File: src/rtl/bhand_fifo.sv
// bhand_fifo: DEPTH-entry valid/ready elastic buffer.
// The head word is always held in a registered output stage (odata/odata_vld).
// Words behind it sit in a circular buffer. The input ready is registered
// from the next occupancy, so no combinational path crosses the block.
// Occupancy includes the output register.
// Because of that, the circular buffer never holds more than DEPTH-1 words.
// As a result, pointer equality alone means the buffer is empty.
module bhand_fifo #(
   parameter int DATA_WIDTH   = 8,
   parameter int DEPTH        = 4,
   parameter int COUNT_WIDTH  = 3,
   parameter int ENABLE_COUNT = 1,
   parameter int AF_THRESH    = 3
) (
   input  logic                   clk,
   input  logic                   rst,
   input  logic                   flush,
   input  logic [DATA_WIDTH-1:0]  idata,
   input  logic                   idata_vld,
   output logic                   idata_rdy,
   output logic [DATA_WIDTH-1:0]  odata,
   output logic                   odata_vld,
   input  logic                   odata_rdy,
   output logic [COUNT_WIDTH-1:0] count,
   output logic                   almost_full
);

   localparam int PTR_W = $clog2(DEPTH);

   logic [DATA_WIDTH-1:0]  mem_q [DEPTH];
   logic [PTR_W-1:0]       wr_ptr_q, wr_ptr_d;
   logic [PTR_W-1:0]       rd_ptr_q, rd_ptr_d;
   logic [COUNT_WIDTH-1:0] cnt_q, cnt_d;
   logic                   irdy_q, irdy_d;
   logic                   ovld_q, ovld_d;
   logic                   af_q, af_d;
   logic [DATA_WIDTH-1:0]  odata_q, odata_d;
   logic                   push, pop, mem_empty, out_load, mem_wr;

   // Next-state: refill the output stage from the buffer, or bypass an incoming
   // word straight into it when the buffer is empty; otherwise queue the push.
   always_comb begin
      push      = idata_vld & irdy_q;
      pop       = ovld_q & odata_rdy;
      mem_empty = (rd_ptr_q == wr_ptr_q);
      out_load  = ~ovld_q | pop;

      wr_ptr_d  = wr_ptr_q;
      rd_ptr_d  = rd_ptr_q;
      ovld_d    = ovld_q;
      odata_d   = odata_q;
      mem_wr    = 1'b0;
      cnt_d     = cnt_q + COUNT_WIDTH'(push) - COUNT_WIDTH'(pop);

      if (out_load) begin
         if (!mem_empty) begin
            odata_d  = mem_q[rd_ptr_q];
            ovld_d   = 1'b1;
            rd_ptr_d = rd_ptr_q + PTR_W'(1);
         end else if (push) begin
            odata_d = idata;
            ovld_d  = 1'b1;
         end else begin
            ovld_d = 1'b0;
         end
      end

      if (push && !(out_load && mem_empty)) begin
         mem_wr   = 1'b1;
         wr_ptr_d = wr_ptr_q + PTR_W'(1);
      end

      irdy_d = (cnt_d < COUNT_WIDTH'(DEPTH));
      af_d   = (ENABLE_COUNT != 0) && (cnt_d >= COUNT_WIDTH'(AF_THRESH));

      // flush wins over any handshake at the same edge; odata is left as-is
      if (flush) begin
         wr_ptr_d = '0;
         rd_ptr_d = '0;
         cnt_d    = '0;
         ovld_d   = 1'b0;
         irdy_d   = 1'b1;
         af_d     = 1'b0;
         mem_wr   = 1'b0;
      end
   end

   // Control and output registers, cleared asynchronously.
   always_ff @(posedge clk or negedge rst) begin
      if (!rst) begin
         wr_ptr_q <= '0;
         rd_ptr_q <= '0;
         cnt_q    <= '0;
         irdy_q   <= 1'b1;
         ovld_q   <= 1'b0;
         af_q     <= 1'b0;
         odata_q  <= '0;
      end else begin
         wr_ptr_q <= wr_ptr_d;
         rd_ptr_q <= rd_ptr_d;
         cnt_q    <= cnt_d;
         irdy_q   <= irdy_d;
         ovld_q   <= ovld_d;
         af_q     <= af_d;
         odata_q  <= odata_d;
      end
   end

   // Storage array; contents are only meaningful between the pointers.
   always_ff @(posedge clk) begin
      if (mem_wr) begin
         mem_q[wr_ptr_q] <= idata;
      end
   end

   assign idata_rdy   = irdy_q;
   assign odata_vld   = ovld_q;
   assign odata       = odata_q;
   assign count       = (ENABLE_COUNT != 0) ? cnt_q : '0;
   assign almost_full = af_q;

endmodule

File: config.mk
export PLATFORM = sky130hd
export DESIGN_NAME = bhand_fifo
export DESIGN_NICKNAME = d
export VERILOG_FILES = /design/src/rtl/bhand_fifo.sv
export SDC_FILE = /design/constraint.sdc
export NUM_CORES = 1
export LEC_CHECK = 0
export ABC_AREA = 1
export BUFFER_PORTS_ARGS = -buffer_cell sky130_fd_sc_hd__buf_2
export CORE_MARGIN = 5
export CORE_UTILIZATION = 54
export CTS_BUF_LIST = sky130_fd_sc_hd__clkbuf_4
export DETAILED_ROUTE_END_ITERATION = 10
export PLACE_DENSITY = 0.78
export SLEW_MARGIN = 10
export SYNTH_ARGS = -nofsm -noshare
export SYNTH_HDL_FRONTEND = slang
export SYNTH_SLANG_ARGS = --single-unit
File: constraint.sdc
create_clock -name clk -period 1.8 [get_ports clk]
set_input_delay 0.18 -clock clk [delete_from_list [all_inputs] [get_ports clk]]
set_output_delay 0.18 -clock clk [all_outputs]
set_load 0.1 [all_outputs]
==> summary.txt <==
Worst setup path
  • Endpoint type of the worst setup path: flip-flop
  • Worst endpoint data arrival time: 2.19 ns
  • Max FO, Critical Path: 2
  • Critical path, cell by cell: nand2_4, ha_4, inv_2, ha_4, inv_2, fa_1, nor2_2, nand2_1, nand2_1
  • Crit path max-delay cell type: sky130_fd_sc_hd__dfstp_4
  • Critical Path Start Type: flip-flop
  • WS Path Type: reg2reg
  • Delay of the slowest critical-path stage: 0.65 ns
  • Data required, critical path: 2.10 ns

Logic synthesis
  • Post-synth design cell area: roughly 2300 sq um
  • Number of synthesis warnings: 0
  • Synth Register Bits: 50
  • Syn nets: 241
  • Register area share after synthesis: 0.6159
  • Mean post-synth cell area: 10.38 sq um
  • Area contributors post-synth: sky130_fd_sc_hd__edfxtp_1, sky130_fd_sc_hd__dfrtp_1, sky130_fd_sc_hd__nand2_1
  • Synthesized instance count: approximately 220
  • Unique masters post-synth: 20
  • Area share of the leading cell type in the synthesized netlist: 0.4190
  • Post-synth top area cell: sky130_fd_sc_hd__edfxtp_1

GRT
  • Global route total overflow: 0
  • Wire length of the first global-routing pass: 7748 microns
  • Total GRT Usage: 0.1896
  • Pin count of the biggest net entering global routing: 19
  • Number of antenna violations at the first check in global routing: 0
  • Via count of the first global-routing pass: roughly 1600

Die
  • Die Span X: roughly 75 microns
  • Overall die area: 5651 sq um
  • Initial cell density of the core: 0.5652
  • Area of the core: 4058 sq um
  • I/O pins: 27
  • Die Height: 75.17 microns
  • Core Rows: 23

Routing
  • Number of detailed-route iterations in the first pass: 4
  • Via Count: 1647
  • Count of nets left with antenna violations after detail routing: 0
  • Number of DRC violations after detailed routing: 0
  • Wire length per cell after detailed routing: ~15 microns
  • Detailed Route Iter0 Violations: 179
  • Aggregate routed wire length: 4840 microns
  • Number of vias per cell: 5.262

CTS
  • Deepest clock path buffer count: 2
  • Clk pin slew, worst setup/hold paths: 0.15 ns
  • Max H-tree Level: 2
  • Clock sink count: 50
  • Clk Tree Root Cell: sky130_fd_sc_hd__clkbuf_4
  • Number of CTS-inserted buffers: 5
  • Clock tree from TritonCTS: done
  • Worst skew pair latency: 0.35 ns

Timing
  • Highest achievable clock rate: 0.5298 GHz
  • Worst clock skew: approximately 0.0081 ns
  • Slew at the pin closest to its max-slew limit: 0.4951 ns
  • Unrepaired setup endpoints after global routing: true
  • Part of the cycle the worst path needs: 1.049
  • Hold Worst Slack: 0.04318 ns
  • Max Transition Viols Final: 0
  • Tightest slew margin relative to the limit: 0.6722
  • Clock period minus final worst setup slack: 1.888 ns
  • Endpoints failing setup: 3
  • Final worst-path setup slack: -0.08760 ns
  • Endpoints failing hold: 0

Placement
  • Weighted congestion reported at the end of routability-driven placement: 0.7845
  • HPWL after detailed placement: 3338 microns
  • Number of buffer cells added on primary ports: 26

Cells and area
  • Nets: ~280
  • Fraction of layout cells with a size suffix above 1: 0.2814
  • Area growth from synthesis to final layout: 18.17%
  • Ant diodes: 0

Hold path
  • Worst hold path type: in2reg

Outcome
  • Status: finished, violations left
  • Violated checks: negative setup slack

Flow run
  • Max-cap viol count: 0
## cell type report
cell class                      instances  area [sq um]
Sequential cell                        50          1420
Clock buffer                            5         37.54
Multi-Input combinational cell        148         848.3
Fill cell                             308          1348
Timing Repair Buffer                   39         230.2
Tap cell                               50         62.56
Clock inverter                          3         43.79
Inverter                               18         67.56
## per-stage QoR
stage,instance area (sq um),instances,setup slack [ns],TNS (ns),util
6_report,2710,313,-0.08760,-0.2041,0.6679
3_5_place_dp,2609,303,-0.05486,-0.07626,0.6429
5_1_grt,2710,313,-0.1503,-0.4112,0.6679
2_1_floorplan,2371,221,-0.2103,-5.665,-
3_3_place_gp,2609,303,-0.01176,-0.01176,0.6429
4_1_cts,2700,312,-0.06578,-0.09741,0.6654
## timing repair
item	in CTS	in global routing
endpoints found under the hold margin	17	0
setup endpoints to repair	2	4
buffers inserted	0	1
resized for setup	0	1
hold buffers	1	0
## cells by family after synthesis
logic type,Yosys count,share of synthesized area
XOR/XNOR,2,0.007639
AND/OR/NAND/NOR,137,0.2750
buffers and inverters,23,0.04582
AO/OA/AOI/OAI,2,0.01419
adder cells (fa/ha/maj),7,0.04146
flip-flops,50,0.6159
## cell usage in the layout, fill, tap and decap left out, drive strengths merged, types with 2 or more instances in the layout
cell,count
inv,19
edfxtp,32
nor2,8
ha,6
clkbuf,5
nand3b,3
buf,38
nand2,88
xor2,2
nand3,34
nand4,4
dfrtp,17
## registers in the layout, indices dropped and copies added (netlist names)
signal,flops
odata_vld,1
idata_rdy,1
almost_full,1
rd_ptr_q,2
wr_ptr_q,2
count,3
mem_q,32
odata,8
## layer usage
metal / GRT usage / up-vias / wire length (microns)
met2: 0.3133 / 55 / 2454
met5: 0 / - / 0
met1: 0.2546 / 781 / 2024
li1: - / 809 / -
met4: 0.05243 / 0 / 27
met3: 0.04139 / 2 / 334
## critical path: cells and delay by family (launching register included)
family | cells | cell delay (ns)
buffers and inverters | 2 | 0.07
DFF | 1 | 0.65
and+or+nand+nor | 4 | 0.31
adders and majority gates | 3 | 0.80
## Yosys cell counts (all sizes together)
cell type	count
a21oi	1
buf	5
dfrtp	17
dfstp	1
edfxtp	32
fa	1
ha	6
inv	18
nand2	88
nand3	34
nand3b	3
nand4	4
nor2	8
o21ai	1
xor2	2
## path summary, 6_finish.rpt
check | start | to | slack [ns] | cells after the start
max | idata_rdy$_DFF_PN1_ | almost_full$_DFF_PN0_ | -0.09 | 9
min | idata[6] | mem_q[1][6]$_DFFE_PP_ | 0.04 | 1
max reg2reg | idata_rdy$_DFF_PN1_ | almost_full$_DFF_PN0_ | -0.09 | 9
min reg2reg | odata[6]$_DFFE_PN0P_ | odata[6]$_DFFE_PN0P_ | 0.49 | 2
max in group asynchronous | rst | odata_vld$_DFFE_PN0P_ | 1.16 | 2
min in group asynchronous | rst | count[0]$_DFF_PN0_ | 0.30 | 2
Power is not shown: default switching activity piles up to over one toggle a cycle in this logic, so the estimate is an artifact.
